File: config.mk
export PLATFORM = sky130hd
export DESIGN_NAME = hazard_ctrl
export DESIGN_NICKNAME = d
export VERILOG_FILES = /design/src/rtl/hazard_ctrl.sv
export SDC_FILE = /design/constraint.sdc
export NUM_CORES = 1
export LEC_CHECK = 0
export BUFFER_PORTS_ARGS = -buffer_cell sky130_fd_sc_hd__buf_4
export CORE_ASPECT_RATIO = 1.1
export CORE_UTILIZATION = 50
export DETAILED_ROUTE_END_ITERATION = 8
export GPL_TIMING_DRIVEN = 0
export PLACE_DENSITY = 0.79
export SETUP_SLACK_MARGIN = 0.2
export SYNTH_ARGS = -nofsm -noshare
export SYNTH_HDL_FRONTEND = slang
export SYNTH_SLANG_ARGS = --single-unit
File: constraint.sdc
create_clock -name clk -period 3.9 [get_ports clk]
set_clock_uncertainty 0.2 [all_clocks]
set_input_delay 0.78 -clock clk [delete_from_list [all_inputs] [get_ports clk]]
set_output_delay 0.78 -clock clk [all_outputs]
set_load 0.005 [all_outputs]
File: src/rtl/hazard_ctrl.sv
// Pipeline hazard controller: load-use interlock, operand forwarding select,
// and a control-flow shadow that squashes decode after JAL/JALR/BRANCH.
//
// state  | meaning
// RUN    | normal issue; forwarding and load-use interlock active
// SHADOW | decode slot squashed (bubble=1) until cnt expires or resolve
module hazard_ctrl #(
  parameter int REG_AW  = 5,
  parameter int PENALTY = 2,
  parameter int CNT_W   = 32
) (
  input  logic              clk,
  input  logic              reset,
  input  logic              id_valid,
  input  logic              id_use1,
  input  logic              id_use2,
  input  logic              id_ctrl,
  input  logic [REG_AW-1:0] id_rs1,
  input  logic [REG_AW-1:0] id_rs2,
  input  logic              ex_valid,
  input  logic              ex_wr,
  input  logic              ex_load,
  input  logic              mm_valid,
  input  logic              mm_wr,
  input  logic              wb_valid,
  input  logic              wb_wr,
  input  logic [REG_AW-1:0] ex_rd,
  input  logic [REG_AW-1:0] mm_rd,
  input  logic [REG_AW-1:0] wb_rd,
  input  logic              resolve,
  output logic              stall,
  output logic              bubble,
  output logic [1:0]        fwd1,
  output logic [1:0]        fwd2,
  output logic [CNT_W-1:0]  stall_cnt
);

  localparam int PW = (PENALTY < 1) ? 1 : $clog2(PENALTY + 1);
  localparam logic [PW-1:0] PEN = PW'(PENALTY);

  typedef enum logic {
    RUN    = 1'b0,
    SHADOW = 1'b1
  } state_e;

  state_e           state_q, state_d;
  logic [PW-1:0]    cnt_q, cnt_d;
  logic [CNT_W-1:0] stall_cnt_q, stall_cnt_d;

  logic ex_hit1, mm_hit1, wb_hit1;
  logic ex_hit2, mm_hit2, wb_hit2;
  logic load_hazard;

  // Register 0 never hits, so it can never be forwarded or interlocked.
  assign ex_hit1 = ex_valid & ex_wr & (ex_rd == id_rs1) & (id_rs1 != '0);
  assign mm_hit1 = mm_valid & mm_wr & (mm_rd == id_rs1) & (id_rs1 != '0);
  assign wb_hit1 = wb_valid & wb_wr & (wb_rd == id_rs1) & (id_rs1 != '0);
  assign ex_hit2 = ex_valid & ex_wr & (ex_rd == id_rs2) & (id_rs2 != '0);
  assign mm_hit2 = mm_valid & mm_wr & (mm_rd == id_rs2) & (id_rs2 != '0);
  assign wb_hit2 = wb_valid & wb_wr & (wb_rd == id_rs2) & (id_rs2 != '0);

  // Load data is not ready in EX, so an EX load hit falls through to older stages.
  function automatic logic [1:0] fwd_sel(input logic use_rs, input logic ex_h,
                                         input logic mm_h, input logic wb_h,
                                         input logic is_load);
    logic [1:0] sel;
    sel = 2'd0;
    if (use_rs) begin
      if (ex_h && !is_load) sel = 2'd1;
      else if (mm_h)        sel = 2'd2;
      else if (wb_h)        sel = 2'd3;
    end
    return sel;
  endfunction

  assign fwd1 = fwd_sel(id_use1, ex_hit1, mm_hit1, wb_hit1, ex_load);
  assign fwd2 = fwd_sel(id_use2, ex_hit2, mm_hit2, wb_hit2, ex_load);

  assign load_hazard = id_valid & ex_load &
                       ((id_use1 & ex_hit1) | (id_use2 & ex_hit2));
  assign stall  = load_hazard & (state_q != SHADOW);
  assign bubble = (state_q == SHADOW);
  assign stall_cnt = stall_cnt_q;

  always_comb begin
    state_d     = state_q;
    cnt_d       = cnt_q;
    stall_cnt_d = stall_cnt_q;
    unique case (state_q)
      RUN: begin
        if (id_valid && id_ctrl && !stall) begin
          state_d = SHADOW;
          cnt_d   = PEN;
        end
      end
      SHADOW: begin
        if (resolve || (cnt_q == PW'(1))) begin
          state_d = RUN;
          cnt_d   = '0;
        end else begin
          cnt_d = cnt_q - PW'(1);
        end
      end
      default: begin
        state_d = RUN;
        cnt_d   = '0;
      end
    endcase
    if ((stall || bubble) && (stall_cnt_q != '1))
      stall_cnt_d = stall_cnt_q + CNT_W'(1);
  end

  always_ff @(posedge clk) begin
    if (reset) begin
      state_q     <= RUN;
      cnt_q       <= '0;
      stall_cnt_q <= '0;
    end else begin
      state_q     <= state_d;
      cnt_q       <= cnt_d;
      stall_cnt_q <= stall_cnt_d;
    end
  end

endmodule

==> flow_summary.json <==
{
  "globalplace.congestion": 0.868,
  "rsz0062_at_grt": "false",
  "cpMostUsedCell": "buf_4",
  "cts_sinks": 35,
  "grt_max_degree": 12,
  "wirelength_mm": 5.72,
  "via_count": 2277,
  "num-nets-final": 403,
  "synth.cell_area_sq_um": 2360,
  "core.rowCount": 25,
  "r2r_start": "stall_cnt[0]",
  "synth.area.top_cells": "dfxtp_1 30%, xnor2_1 16%, nor2_1 7.3%",
  "min_period_over_period_pct": 80.4,
  "crit_end": "fwd2[0]",
  "end_kind": "output port",
  "drc": 0,
  "maxSlewViolCount": 0,
  "synth_top_area_share_pct": 29.7,
  "dp_slack_ns": 0.756,
  "dp_cells": 409,
  "crit_path_start_kind": "input port",
  "io_buffers": 75,
  "status": "finished, final reports clean",
  "grt_pass1_wl_mm": 9.39,
  "first_iter_violations": 141,
  "die_w_um": 67.5,
  "ir_worst_vdd_uv": 159,
  "num_antenna_cells": 0,
  "syn_area_per_cell_sq_um": 8.42,
  "async_flop_share_pct": 0,
  "cp-startpoint": "id_rs2[2]",
  "synthTopCellsByCount": "46 x nor2_1, 43 x xnor2_1, 35 x dfxtp_1, 23 x nand4_1, 19 x nor3_1",
  "final.setup.tns_ns": 0,
  "antenna_found_initial": 0,
  "setup_viol": 0,
  "path_max_fanout": 4,
  "min_path_type": "reg -> reg",
  "p_leak_nw": 1.13,
  "root_buffer": "clkbuf_8",
  "r2r_cells": 8,
  "grt_overflow_total": 0,
  "track_usage_pct": 24.8,
  "cts_tree": "done",
  "htreeDepth": 2,
  "hold_viol": 0,
  "fmax_mhz": 319,
  "drv_cap": 0,
  "coreArea_sq_um": 4410,
  "drt_first_pass_iters": 4,
  "start_util_pct": 53.4,
  "arrival_ns": 2.16,
  "seqCellArea_sq_um": 701,
  "synth_nets": 321,
  "clkLatencyLatePin_ns": 0.30,
  "postCtsHoldBufs": 0,
  "ios": 77,
  "clockBufferDepth": 2,
  "crit_type": "in -> out",
  "synth-seq-cells": 35,
  "powerDensity_nw_per_um2": 239,
  "relSlewSlack_pct": 65.5,
  "layout.cells.non_filler": 417,
  "path_delay_family": "simple AND/OR/NAND/NOR gates",
  "path_buf_inv": 2,
  "die_y_um": 74.0,
  "post_cts_buffers": 0,
  "min_period_ns": 3.14,
  "max_stage_delay_ns": 0.52,
  "critPathSlowestCell": "or4_1",
  "dp_hpwl_mm": 4.44,
  "multi_input_area_sq_um": 1590,
  "worst_slack_ns": 0.763,
  "die_area_sq_um": 4990,
  "synth_cell_types": 44,
  "syn_inst": 280,
  "path_cells": "buf_4, xor2_1, nor2_1, nand2_1, or4_1, o21ai_0, and2_1, buf_4",
  "synth_largest_area_cell": "dfxtp_1",
  "vias_per_cell": 5.46,
  "worstMarginPinSlew_ns": 0.518,
  "ys.warnings.count": 0,
  "cp_num_cells": 8,
  "regToRegEndpoint": "stall_cnt[20]",
  "synth-seq-area-share_pct": 29.7,
  "total_power_uw": 735,
  "synth_edf_count": 0,
  "worstPathRequired_ns": 2.92,
  "grt_pass1_vias": 2091,
  "synthFlopType": "dfxtp_1",
  "yosys.cell_count.top_type": "nor2_1",
  "rrSetupSlack_ns": 1.47,
  "drive_above_1_share_pct": 28.4,
  "clk_pin_slew_ns": 0.07,
  "cts_buffers": 5,
  "avgRoutedWirePerCell_um": 13.7,
  "area_growth_syn_to_layout_pct": 30.4,
  "cts_resized": 0,
  "ant_nets": 0,
  "fill_cells": 360
}
cell usage in the layout, fill, tap and decap left out, drive strengths merged:
master | synthesis | routed
buf | 7 | 82
nor2 | 47 | 47
xnor2 | 43 | 43
dfxtp | 35 | 35
nand4 | 23 | 23
nor3 | 21 | 21
xor2 | 14 | 14
nand3 | 14 | 14
nand2 | 13 | 13
nor4 | 13 | 13
clkbuf | 3 | 9
and3 | 7 | 7
o21ai | 4 | 4
and4 | 4 | 4
or3 | 4 | 4
nor2b | 3 | 3
a21oi | 3 | 3
and2 | 3 | 3
inv | 2 | 2
ha | 2 | 2
and4bb | 2 | 2
nor3b | 2 | 2
or4 | 1 | 1
o41ai | 1 | 1
a211oi | 1 | 1
nand2b | 1 | 1
o31ai | 1 | 1
mux2 | 1 | 1
o2111ai | 1 | 1
a31oi | 1 | 1
a221oi | 1 | 1
nor4b | 1 | 1
mux2i | 1 | 1
clkinvlp | 0 | 1
clkinv | 0 | 1
layer usage:
| layer | vias up | track usage [%] | routed length [um] |
|---|---|---|---|
| li1 | 1171 | - | - |
| met1 | 1023 | 32.1 | 2680 |
| met2 | 73 | 39.4 | 2610 |
| met3 | 10 | 5.98 | 331 |
| met4 | 0 | 9.22 | 100 |
| met5 | - | 0 | 0 |
flip-flops by register name, summed over array words and instances (netlist names):
name and count:
bubble 1, cnt_q 2, stall_cnt 32
tightest hold or removal path, cell delays in order (launching register included):
cell	delay, ns
dfxtp_1	0.30
inv_1	0.07
a221oi_1	0.07
worst min-delay path by stage:
stage | startpoint | endpoint | cells past startpoint
floorplan | cnt_q[1] | cnt_q[1] | 2
global placement | cnt_q[1] | cnt_q[1] | 2
detailed placement | cnt_q[1] | cnt_q[1] | 2
CTS | cnt_q[1] | cnt_q[1] | 2
global route | stall_cnt[23] | stall_cnt[23] | 2
finish | cnt_q[1] | cnt_q[1] | 2
logic make-up after synthesis:
kind of cell / Yosys count / synth area share, %
AND/OR/NAND/NOR: 159 / 40.1
XOR/XNOR: 57 / 21.2
flip-flops: 35 / 29.7
AO/OA/AOI/OAI: 13 / 4.09
buffers and inverters: 12 / 2.97
multiplexers: 2 / 0.902
adder cells (fa/ha/maj): 2 / 1.06
power by group:
group	leakage, nW	switching (mW)	total, mW	internal [mW]
Sequential	0.282	0.00351	0.364	0.360
Clock	0.0412	0.137	0.261	0.125
Combinational	0.805	0.0543	0.110	0.0559
Total	1.13	0.194	0.735	0.541
layout make-up:
| class | instances | area share [%] |
|---|---|---|
| clock buffer | 6 | 2.36 |
| tap | 54 | 2.20 |
| inverter | 2 | 0.244 |
| multi-input combinational | 233 | 51.6 |
| timing repair buffer | 75 | 18.3 |
| buffer | 10 | 2.04 |
| clock inverter | 2 | 0.407 |
| sequential | 35 | 22.8 |
through the flow:
| stage | hold slack [ns] | instance area (sq um) | util [%] |
|---|---|---|---|
| 4_1_cts | 0.291 | 3070 | 69.7 |
| 6_report | 0.289 | 3070 | 69.7 |
| 3_3_place_gp | 0.276 | 2990 | 67.7 |
| 5_1_grt | 0.345 | 3070 | 69.7 |
| 2_1_floorplan | 0.256 | 2360 | - |
| 3_5_place_dp | 0.281 | 2990 | 67.7 |
Power figures use the tool's default switching activity.
